$ cat src/rtl/idex_stage.sv
// idex_stage: ID/EX pipeline register of the five-stage MIPS datapath.
// Latches the WB/M/EX control bundles and decoded operands, detects load-use
// hazards against the instruction in decode, inserts a one-cycle bubble on a
// hazard or a branch flush, and keeps a saturating stall counter for debug.
module idex_stage #(
    parameter int DW   = 32,
    parameter int CNTW = 16
) (
    input  logic            clk,
    input  logic            rst_n,
    input  logic            flush,
    input  logic [1:0]      wb_in,
    input  logic [2:0]      m_in,
    input  logic [3:0]      ex_in,
    input  logic [DW-1:0]   npc_in,
    input  logic [DW-1:0]   rdata1_in,
    input  logic [DW-1:0]   rdata2_in,
    input  logic [DW-1:0]   sext_in,
    input  logic [4:0]      rs_in,
    input  logic [4:0]      rt_in,
    input  logic [4:0]      rd_in,
    output logic [1:0]      wb_out,
    output logic [2:0]      m_out,
    output logic [3:0]      ex_out,
    output logic [DW-1:0]   npc_out,
    output logic [DW-1:0]   rdata1_out,
    output logic [DW-1:0]   rdata2_out,
    output logic [DW-1:0]   sext_out,
    output logic [4:0]      rs_out,
    output logic [4:0]      rt_out,
    output logic [4:0]      rd_out,
    output logic            valid_out,
    output logic            stall,
    output logic [CNTW-1:0] stall_cnt
);

    localparam logic [CNTW-1:0] CNT_MAX = {CNTW{1'b1}};
    localparam logic [CNTW-1:0] CNT_ONE = {{(CNTW-1){1'b0}}, 1'b1};

    logic [1:0]      wb_q, wb_d;
    logic [2:0]      m_q, m_d;
    logic [3:0]      ex_q, ex_d;
    logic [DW-1:0]   npc_q, npc_d;
    logic [DW-1:0]   rdata1_q, rdata1_d;
    logic [DW-1:0]   rdata2_q, rdata2_d;
    logic [DW-1:0]   sext_q, sext_d;
    logic [4:0]      rs_q, rs_d;
    logic [4:0]      rt_q, rt_d;
    logic [4:0]      rd_q, rd_d;
    logic            valid_q, valid_d;
    logic [CNTW-1:0] stall_cnt_q, stall_cnt_d;
    logic            hz;

    // Load-use hazard: a load in EX (MemRead) whose nonzero rt feeds decode.
    always_comb begin
        hz    = m_q[1] && (rt_q != 5'd0) && ((rt_q == rs_in) || (rt_q == rt_in));
        stall = hz && !flush;
    end

    // Next-state: flush or hazard squashes the controls; data always loads.
    always_comb begin
        wb_d        = wb_in;
        m_d         = m_in;
        ex_d        = ex_in;
        valid_d     = 1'b1;
        npc_d       = npc_in;
        rdata1_d    = rdata1_in;
        rdata2_d    = rdata2_in;
        sext_d      = sext_in;
        rs_d        = rs_in;
        rt_d        = rt_in;
        rd_d        = rd_in;
        stall_cnt_d = stall_cnt_q;
        if (flush || hz) begin
            wb_d    = 2'b00;
            m_d     = 3'b000;
            ex_d    = 4'b0000;
            valid_d = 1'b0;
        end
        if (stall && (stall_cnt_q != CNT_MAX)) begin
            stall_cnt_d = stall_cnt_q + CNT_ONE;
        end
    end

    // Pipeline register with asynchronous clear of every field.
    always_ff @(posedge clk or negedge rst_n) begin
        if (!rst_n) begin
            wb_q        <= '0;
            m_q         <= '0;
            ex_q        <= '0;
            npc_q       <= '0;
            rdata1_q    <= '0;
            rdata2_q    <= '0;
            sext_q      <= '0;
            rs_q        <= '0;
            rt_q        <= '0;
            rd_q        <= '0;
            valid_q     <= 1'b0;
            stall_cnt_q <= '0;
        end else begin
            wb_q        <= wb_d;
            m_q         <= m_d;
            ex_q        <= ex_d;
            npc_q       <= npc_d;
            rdata1_q    <= rdata1_d;
            rdata2_q    <= rdata2_d;
            sext_q      <= sext_d;
            rs_q        <= rs_d;
            rt_q        <= rt_d;
            rd_q        <= rd_d;
            valid_q     <= valid_d;
            stall_cnt_q <= stall_cnt_d;
        end
    end

    assign wb_out     = wb_q;
    assign m_out      = m_q;
    assign ex_out     = ex_q;
    assign npc_out    = npc_q;
    assign rdata1_out = rdata1_q;
    assign rdata2_out = rdata2_q;
    assign sext_out   = sext_q;
    assign rs_out     = rs_q;
    assign rt_out     = rt_q;
    assign rd_out     = rd_q;
    assign valid_out  = valid_q;
    assign stall_cnt  = stall_cnt_q;

endmodule

$ cat config.mk
export PLATFORM = sky130hd
export DESIGN_NAME = idex_stage
export DESIGN_NICKNAME = d
export VERILOG_FILES = /design/src/rtl/idex_stage.sv
export SDC_FILE = /design/constraint.sdc
export NUM_CORES = 1
export LEC_CHECK = 0
export CORE_AREA = 2 2 127 129
export DETAILED_ROUTE_END_ITERATION = 6
export DIE_AREA = 0 0 129 131
export HOLD_SLACK_MARGIN = 0.02
export PLACE_DENSITY = 0.72
export SYNTH_ARGS = -nofsm -noshare
export SYNTH_HDL_FRONTEND = slang
export SYNTH_SLANG_ARGS = --single-unit
$ cat constraint.sdc
create_clock -name clk -period 5.3 [get_ports clk]
set_input_delay 0.53 -clock clk [delete_from_list [all_inputs] [get_ports clk]]
set_output_delay 0.53 -clock clk [all_outputs]
set_load 0.005 [all_outputs]
==> impl_results.html, run 1 <==
<table>
<tr><th>Metric</th><th>Value</th></tr>
<tr><th colspan="2">STA</th></tr>
<tr><td>Worst Max-Slew Pin Slew</td><td>roughly 1.1 ns</td></tr>
<tr><td>RSZ-0062 raised after global routing</td><td>false</td></tr>
<tr><td>Number of setup violations in the final report</td><td>0</td></tr>
<tr><td>Max-slew violation count</td><td>0</td></tr>
<tr><td>Share of the cycle needed by the critical path after routing</td><td>between 50% and 60%</td></tr>
<tr><td>Highest achievable clock rate</td><td>~340 MHz</td></tr>
<tr><td>Worst relative slew slack</td><td>~29%</td></tr>
<tr><td>Clock skew</td><td>about 0.0030 ns</td></tr>
<tr><td>Final hold vios</td><td>0</td></tr>
<tr><td>Post-layout min period</td><td>around 3.0 ns</td></tr>
<tr><td>Fin Setup TNS</td><td>0 ns</td></tr>
<tr><td>Final setup slack of the worst path</td><td>roughly 2.3 ns</td></tr>
<tr><th colspan="2">Power</th></tr>
<tr><td>Leak pwr</td><td>3.784 nW</td></tr>
<tr><td>Combinational share of power</td><td>a little over a tenth</td></tr>
<tr><td>Switch Pwr</td><td>roughly 0.00063 W</td></tr>
<tr><td>Sw Ratio</td><td>roughly a fifth</td></tr>
<tr><td>Worst ir drop on vdd</td><td>around 0.21 mV</td></tr>
<tr><td>Relative contribution of the clock network to total power</td><td>between 40 and 50%</td></tr>
<tr><td>Power share of the sequential group</td><td>46.4%</td></tr>
<tr><td>Pwr/cell area</td><td>roughly 330 nW/um^2</td></tr>
<tr><td>Design internal power</td><td>about 0.0023 W</td></tr>
<tr><th colspan="2">Die</th></tr>
<tr><td>Height of the die</td><td>approximately 130 um</td></tr>
<tr><td>Core Box Area</td><td>around 16000 sq um</td></tr>
<tr><td>Horizontal die dimension</td><td>approximately 130 um</td></tr>
<tr><td>Top-Level Pins</td><td>between 300 and 400</td></tr>
<tr><td>Total number of placement rows</td><td>46</td></tr>
<tr><td>Initial standard-cell utilization of the core</td><td>31.12%</td></tr>
<tr><td>Floorplan die area</td><td>16900 sq um</td></tr>
<tr><th colspan="2">Logic synthesis</th></tr>
<tr><td>Count of warnings emitted by yosys</td><td>0</td></tr>
<tr><td>Number of distinct library cells after synthesis</td><td>29</td></tr>
<tr><td>Post-Synth XOR/XNOR Area</td><td>under 10%</td></tr>
<tr><td>Top cells by count, synth</td><td>169 x dfrtp_1, 13 x xnor2_1, 11 x xor2_1</td></tr>
<tr><td>Post-synthesis instance area</td><td>between 4000 and 5000 sq um</td></tr>
<tr><td>Simple-Gate Fraction of Synth Area</td><td>6.881%</td></tr>
<tr><td>Leading post-synthesis cells by cell area</td><td>dfrtp_1 87%, xnor2_1 2.3%, xor2_1 2.0%, and2_1 1.2%, nand3_1 0.82%</td></tr>
<tr><td>Share of synthesized flip-flops with an asynchronous set or reset</td><td>100.0%</td></tr>
<tr><td>Top flip-flop cell by instance count after synthesis</td><td>dfrtp_1</td></tr>
<tr><td>Post-synthesis register bit count</td><td>~170</td></tr>
<tr><td>Synthesized netlist cell count</td><td>approximately 250</td></tr>
<tr><td>Synthesized area divided by synthesized cell count</td><td>19.11 sq um</td></tr>
<tr><td>Cell taking the most area after synthesis</td><td>dfrtp_1</td></tr>
<tr><td>EDFF count, synth</td><td>0</td></tr>
<tr><td>Proportion of synthesized area in mux cells</td><td>0.5412%</td></tr>
<tr><td>Fraction of synthesized cell area taken by the top area cell type</td><td>roughly 87%</td></tr>
<tr><td>Synthesized-area fraction occupied by adder cells</td><td>0.2577%</td></tr>
<tr><td>Sequential element share of the synthesized area</td><td>slightly below 90%</td></tr>
<tr><td>Main combinational cell family by area after synthesis</td><td>simple AND/OR/NAND/NOR gates</td></tr>
<tr><td>Dominant cell by count in the synthesized netlist</td><td>dfrtp_1</td></tr>
<tr><td>Synthesized netlist net count</td><td>410</td></tr>
<tr><td>Complex-gate fraction of the synthesized area</td><td>less than 1%</td></tr>
<tr><th colspan="2">GRT</th></tr>
<tr><td>Largest net degree at the start of global routing</td><td>between 100 and 150</td></tr>
<tr><td>Total global routing track utilization</td><td>roughly 17%</td></tr>
<tr><td>Number of global-route vias before repair</td><td>between 3000 and 4000</td></tr>
<tr><td>Global-route wire length before repair</td><td>about 21000 um</td></tr>
<tr><td>Overflow after GRT</td><td>0</td></tr>
<tr><td>Initial antenna violation count</td><td>0</td></tr>
<tr><th colspan="2">Cells and area</th></tr>
<tr><td>Synthesis-to-finish area growth</td><td>85.15%</td></tr>
<tr><td>Antenna fix cells</td><td>0</td></tr>
<tr><td>Layout cells sized above 1</td><td>under 10%</td></tr>
<tr><td>Sequential Area</td><td>4229 sq um</td></tr>
<tr><td>Multi-input combinational cell area</td><td>598.1 sq um</td></tr>
<tr><td>Final Net Count</td><td>753</td></tr>
<tr><td># fillers</td><td>between 1000 and 1500</td></tr>
<tr><th colspan="2">Placed design</th></tr>
<tr><td>DP HPWL</td><td>between 10000 and 15000 um</td></tr>
<tr><td>Placer congestion estimate</td><td>between 0.7 and 0.8</td></tr>
<tr><td>Setup Slack @ Placement</td><td>approximately 2.4 ns</td></tr>
<tr><td>Port Buffer Count</td><td>324</td></tr>
<tr><th colspan="2">Setup path</th></tr>
<tr><td>Worst setup path class</td><td>input pin to output port</td></tr>
<tr><td>Launch point of the worst reg-to-reg path</td><td>rt_out[1]$_DFF_PN0_</td></tr>
<tr><td>CP arrival</td><td>~2.4 ns</td></tr>
<tr><td>Register-to-register setup slack</td><td>3.15 ns</td></tr>
<tr><td>Maximum fanout encountered on the critical timing path</td><td>17</td></tr>
<tr><td>Number of cells on the worst reg-to-reg path</td><td>5</td></tr>
<tr><td>Endpoint of the worst-slack reg-to-reg timing path</td><td>wb_out[1]$_DFF_PN0_</td></tr>
<tr><td>Required time of the worst setup path</td><td>between 4 and 5 ns</td></tr>
<tr><td>Endpoint class of the critical path</td><td>output port</td></tr>
<tr><td>Launching element type of the critical path</td><td>input pin</td></tr>
<tr><th colspan="2">Drt</th></tr>
<tr><td>Routed WL</td><td>approximately 14000 um</td></tr>
<tr><td>Total number of vias</td><td>between 3000 and 4000</td></tr>
<tr><td>Post-DR vias/cell</td><td>4.088</td></tr>
<tr><td>DRT Pass-1 Iters</td><td>4</td></tr>
<tr><td>Final routed wire length divided by cell count</td><td>around 17 um</td></tr>
<tr><td>Final antenna-violating net count</td><td>0</td></tr>
<tr><td>Post-route DRC</td><td>0</td></tr>
<tr><td>Starting DRT DRC Count</td><td>around 130</td></tr>
<tr><th colspan="2">Clock tree</th></tr>
<tr><td>Post CTS Setup Buffer Count</td><td>0</td></tr>
<tr><td>CTS Hold Buffers Added</td><td>0</td></tr>
<tr><td>Clock transition at the registers of the reported paths</td><td>roughly 0.070 ns</td></tr>
<tr><td>Master cell of the clock root buffer</td><td>clkbuf_16</td></tr>
<tr><td>Count of clock tree sinks</td><td>about 170</td></tr>
<tr><td>TritonCTS clock tree</td><td>yes</td></tr>
<tr><td>Htree depth</td><td>4</td></tr>
<tr><td>Number of instances resized during post-cts repair</td><td>0</td></tr>
<tr><td>CTS max path bufs</td><td>2</td></tr>
<tr><td>Clock latency on the worst-skew pair</td><td>0.41 ns</td></tr>
<tr><td>Total clock buffers created by CTS</td><td>17</td></tr>
<tr><th colspan="2">Hold path</th></tr>
<tr><td>Type of the most critical hold path</td><td>input pin to asynchronous set/reset pin</td></tr>
<tr><th colspan="2">Flow run</th></tr>
<tr><td>Max-cap check violation count</td><td>0</td></tr>
<tr><th colspan="2">Run status</th></tr>
<tr><td>Run status</td><td>completed</td></tr>
</table>
power groups by stage:
| stage | Sequential [W] | Clock, W | Combinational (W) |
|---|---|---|---|
| 3_3_place_gp | 0.00140 | 0 | 0.000308 |
| 6_report | 0.00138 | 0.00129 | 0.000309 |
| 2_1_floorplan | 0.00141 | 0 | 0.0000198 |
| 4_1_cts | 0.00138 | 0.00132 | 0.000315 |
| 5_1_grt | 0.00139 | 0.00139 | 0.000332 |
| 3_5_place_dp | 0.00140 | 0 | 0.000313 |
worst max-delay path by stage:
| stage | to | cells after the start | start | slack, ns |
|---|---|---|---|---|
| global placement | stall | 8 | rs_in[4] | 2.36 |
| finish | stall | 8 | rs_in[1] | 2.35 |
| floorplan | stall | 4 | rt_out[1]$_DFF_PN0_ | 3.31 |
| global route | stall | 8 | rs_in[3] | 2.21 |
| CTS | stall | 8 | rs_in[1] | 2.34 |
| detailed placement | stall | 8 | rt_in[1] | 2.36 |
through the flow:
step	cells	hold WS, ns	total power (W)	util (%)	area (sq um)
after floorplan	254	0.2344	0.001430	-	4855
after CTS	826	0.3221	0.003016	57.63	8989
after global placement	794	0.4804	0.001709	53.65	8368
after global routing	826	0.3450	0.003103	57.63	8989
final	826	0.2826	0.002974	57.63	8989
after detailed placement	794	0.4995	0.001718	53.65	8368
routing by layer:
| metal | share of wire, % | vias to the layer above | global-route usage (%) |
|---|---|---|---|
| met5 | 0 | - | 0 |
| met4 | 1.8 | 0 | 5.435 |
| met3 | 10 | 22 | 8.184 |
| met2 | 54 | 175 | 29.32 |
| met1 | 34 | 1667 | 17.45 |
| li1 | - | 1513 | - |
area by class of cell:
cell class	instances	share of cell area (%)
clock buffer	20	5.081
clock inverter	12	1.823
inverter	3	0.1253
multi-input combinational	80	6.654
sequential	169	47.05
tap	216	3.007
timing repair buffer	326	36.26
critical path: stages:
cell and delay, ns:
clkdlybuf4s50_1 0.51, xnor2_1 0.13, nand3_1 0.11, nor3_2 0.22, o221ai_2 0.11, buf_4 0.21, nor2_1 0.10, clkdlybuf4s50_1 0.51
kinds of logic after synthesis:
group                    count (synthesis)
AO/OA/AOI/OAI                            1
XOR/XNOR                                24
adder cells (fa/ha/maj)                  1
buffers and inverters                    5
flip-flops                             169
multiplexers                             2
AND/OR/NAND/NOR                         52
registers in the layout, summed over array words and instances, names as in the netlist:
register	cells
npc_out	32
rdata1_out	32
rdata2_out	32
sext_out	32
stall_cnt	16
rd_out	5
rs_out	5
rt_out	5
ex_out	4
m_out	3
wb_out	2
valid_out	1
placed cells by master, fill, tap and decap left out, types with 4 or more instances in the layout:
master           count
dfrtp_1            169
clkdlybuf4s50_1    323
nand2_1              5
and2_1               9
nor3_1               4
clkbuf_16           17
xnor2_1             13
xor2_1              11
nand3_1              8
Power figures use the tool's default switching activity.
==> run 2, diff against run 1 <==
==> config.mk (replaced) <==
export PLATFORM = sky130hd
export DESIGN_NAME = idex_stage
export DESIGN_NICKNAME = d
export VERILOG_FILES = /design/src/rtl/idex_stage.sv
export SDC_FILE = /design/constraint.sdc
export NUM_CORES = 1
export LEC_CHECK = 0
export CORE_AREA = 2 2 125 127
export DETAILED_ROUTE_END_ITERATION = 6
export DIE_AREA = 0 0 127 129
export HOLD_SLACK_MARGIN = 0.02
export PLACE_DENSITY = 0.74
export SYNTH_ARGS = -nofsm -noshare
export SYNTH_HDL_FRONTEND = slang
export SYNTH_SLANG_ARGS = --single-unit
==> constraint.sdc (replaced) <==
create_clock -name clk -period 2.8 [get_ports clk]
set_input_delay 0.28 -clock clk [delete_from_list [all_inputs] [get_ports clk]]
set_output_delay 0.28 -clock clk [all_outputs]
set_load 0.005 [all_outputs]
==> impl_results.html, run 2 (synthesis gave the netlist of run 1 again) <==
<table>
<tr><th>Metric</th><th>Value</th></tr>
<tr><th colspan="2">STA</th></tr>
<tr><td>Share of the cycle needed by the critical path after routing</td><td>a little over nine tenths</td></tr>
<tr><td>Number of setup violations in the final report</td><td>0</td></tr>
<tr><td>Max-slew violation count</td><td>0</td></tr>
<tr><td>RSZ-0062 raised after global routing</td><td>false</td></tr>
<tr><td>Worst Max-Slew Pin Slew</td><td>~0.57 ns</td></tr>
<tr><td>Highest achievable clock rate</td><td>377.1 MHz</td></tr>
<tr><td>Fin Setup TNS</td><td>0 ns</td></tr>
<tr><td>Clock skew</td><td>between 0.008 and 0.009 ns</td></tr>
<tr><td>Worst relative slew slack</td><td>around 62%</td></tr>
<tr><td>Final hold vios</td><td>0</td></tr>
<tr><td>Post-layout min period</td><td>2.652 ns</td></tr>
<tr><th colspan="2">Cells and area</th></tr>
<tr><td>Most common cell after layout, fill and taps aside</td><td>clkdlybuf4s50_1</td></tr>
<tr><td># fillers</td><td>about 1200</td></tr>
<tr><td>Commonest non-fill, non-tap cells in the layout</td><td>323 x clkdlybuf4s50_1, 169 x dfrtp_1, 17 x clkbuf_16</td></tr>
<tr><td>Synthesis-to-finish area growth</td><td>83.40%</td></tr>
<tr><td>Antenna fix cells</td><td>0</td></tr>
<tr><td>Final Net Count</td><td>around 760</td></tr>
<tr><td>Post-Route Utilization</td><td>approximately three fifths</td></tr>
<tr><td>Layout cells sized above 1</td><td>under 10%</td></tr>
<tr><td>Final design area excluding fillers</td><td>8904 sq um</td></tr>
<tr><th colspan="2">Clock tree</th></tr>
<tr><td>Clock transition at the registers of the reported paths</td><td>about 0.06 ns</td></tr>
<tr><td>CTS max path bufs</td><td>2</td></tr>
<tr><td>TritonCTS clock tree</td><td>yes</td></tr>
<tr><td>Count of clock tree sinks</td><td>169</td></tr>
<tr><td>Htree depth</td><td>4</td></tr>
<tr><td>Clock latency on the worst-skew pair</td><td>0.41 ns</td></tr>
<tr><td>Master cell of the clock root buffer</td><td>clkbuf_16</td></tr>
<tr><td>Total clock buffers created by CTS</td><td>17</td></tr>
<tr><th colspan="2">Setup path</th></tr>
<tr><td>Worst setup path class</td><td>register to output port</td></tr>
<tr><td>Launching element type of the critical path</td><td>register</td></tr>
<tr><td>CP arrival</td><td>between 2 and 2.5 ns</td></tr>
<tr><td>Required time of the worst setup path</td><td>between 2 and 3 ns</td></tr>
<tr><td>Register-to-register setup slack</td><td>around 0.55 ns</td></tr>
<tr><td>Maximum fanout encountered on the critical timing path</td><td>10</td></tr>
<tr><td>Slowest stage cell on the critical path</td><td>or4_1</td></tr>
<tr><td>Worst stage delay on the critical path</td><td>about 0.56 ns</td></tr>
<tr><td>Endpoint class of the critical path</td><td>output port</td></tr>
<tr><td>Cell chain of the critical path</td><td>or4_1, o221ai_2, nor2_1, clkdlybuf4s50_1</td></tr>
<tr><th colspan="2">Drt</th></tr>
<tr><td>DRT Pass-1 Iters</td><td>4</td></tr>
<tr><td>Routed WL</td><td>between 10000 and 15000 um</td></tr>
<tr><td>Final antenna-violating net count</td><td>0</td></tr>
<tr><td>Final routed wire length divided by cell count</td><td>about 18 um</td></tr>
<tr><td>Starting DRT DRC Count</td><td>120</td></tr>
<tr><td>Post-DR vias/cell</td><td>4.210</td></tr>
<tr><td>Post-route DRC</td><td>0</td></tr>
<tr><td>Total number of vias</td><td>between 3000 and 4000</td></tr>
<tr><th colspan="2">GRT</th></tr>
<tr><td>Number of global-route vias before repair</td><td>approximately 3600</td></tr>
<tr><td>Initial antenna violation count</td><td>0</td></tr>
<tr><td>Total global routing track utilization</td><td>17.57%</td></tr>
<tr><td>Largest net degree at the start of global routing</td><td>63</td></tr>
<tr><td>Global-route wire length before repair</td><td>21270 um</td></tr>
<tr><td>Overflow after GRT</td><td>0</td></tr>
<tr><th colspan="2">Run status</th></tr>
<tr><td>Run status</td><td>completed</td></tr>
<tr><th colspan="2">Hold path</th></tr>
<tr><td>Type of the most critical hold path</td><td>input pin to register</td></tr>
<tr><th colspan="2">Placed design</th></tr>
<tr><td>Placer congestion estimate</td><td>roughly 0.83</td></tr>
<tr><td>Port Buffer Count</td><td>between 300 and 400</td></tr>
<tr><td>DP HPWL</td><td>11260 um</td></tr>
<tr><td>Placed Instance Area</td><td>approximately 8400 sq um</td></tr>
<tr><th colspan="2">Power</th></tr>
<tr><td>Pwr/cell area</td><td>594.5 nW/um^2</td></tr>
<tr><td>Leak pwr</td><td>~3.8 nW</td></tr>
<tr><td>Worst ir drop on vdd</td><td>approximately 0.37 mV</td></tr>
<tr><th colspan="2">Die</th></tr>
<tr><td>Horizontal die dimension</td><td>~130 um</td></tr>
<tr><td>Initial standard-cell utilization of the core</td><td>about a third</td></tr>
<tr><td>Floorplan die area</td><td>about 16000 sq um</td></tr>
<tr><td>Total number of placement rows</td><td>45</td></tr>
<tr><td>Core Box Area</td><td>~15000 sq um</td></tr>
<tr><td>Height of the die</td><td>129 um</td></tr>
<tr><td>Top-Level Pins</td><td>about 330</td></tr>
<tr><th colspan="2">Flow run</th></tr>
<tr><td>Max-cap check violation count</td><td>0</td></tr>
</table>
==> run 2: changes by cell type in the layout (fill, tap and decap cells not counted), moves of 2 or more <==
cell,change
bufinv_16,-2
buf_4,+3
clkbuf_8,-2
inv_6,-2
clkinv_2,+3
clkbuf_1,+4
==> run 2: cell type report <==
class                           count  area, sq um  area share [%]
Sequential cell                   169         4229           47.50
Inverter                            3        11.26          0.1265
Tap cell                          188        235.2           2.642
Multi-Input combinational cell     80        598.1           6.717
Timing Repair Buffer              331         3312           37.20
Clock buffer                       22        444.2           4.989
Clock inverter                      8        73.82          0.8291
==> run 2: metal layers <==
layer,vias to the layer above,global-route usage (%),share of wire [%]
li1,1520,-,-
met4,0,6.012,1.3
met2,160,31.34,56
met5,-,0,0
met3,18,5.613,7.1
met1,1674,20.05,36
==> run 2: worst paths after layout <==
path	cells after the start	to	from
worst max-delay path	4	stall	rt_out[1]$_DFF_PN0_
worst min-delay path	1	npc_out[20]$_DFF_PN0_	npc_in[20]
worst max register to register	4	ex_out[1]$_DFF_PN0_	rt_out[1]$_DFF_PN0_
worst min register to register	1	stall_cnt[6]$_DFFE_PN0P_	stall_cnt[6]$_DFFE_PN0P_
max in group asynchronous	3	rd_out[0]$_DFF_PN0_	rst_n
min in group asynchronous	2	npc_out[6]$_DFF_PN0_	rst_n
==> run 2: worst max-delay path, delay by kind of cell (launching register included) <==
kind	cells	cell delay [ns]
buf+inv	1	0.46
flops	1	0.43
compound gates	1	0.44
simple gates	2	0.64
==> run 2: report_power, final <==
group	switching, W	internal (W)	leakage (nW)
Sequential	0.0000480	0.00256	2.01
Clock	0.000876	0.00121	0.250
Combinational	0.000176	0.000419	1.50
Total	0.00110	0.00419	3.77
==> run 2: through the flow <==
step	hold slack [ns]	power (W)	setup slack, ns	cells
after global placement	0.2991	0.003244	0.3165	770
after floorplan	-0.01559	0.002707	0.9274	254
after global routing	0.2834	0.005502	0.02877	801
after CTS	0.2826	0.005383	0.1176	801
after detailed placement	0.3069	0.003259	0.2642	770
final	0.3051	0.005293	0.1481	801
==> run 2: what timing repair did <==
item | in CTS | in global routing
hold buffers | 1 | 0
buffers inserted | 0 | 0
endpoints found under the hold margin | 57 | 0
resized for setup | 0 | 0
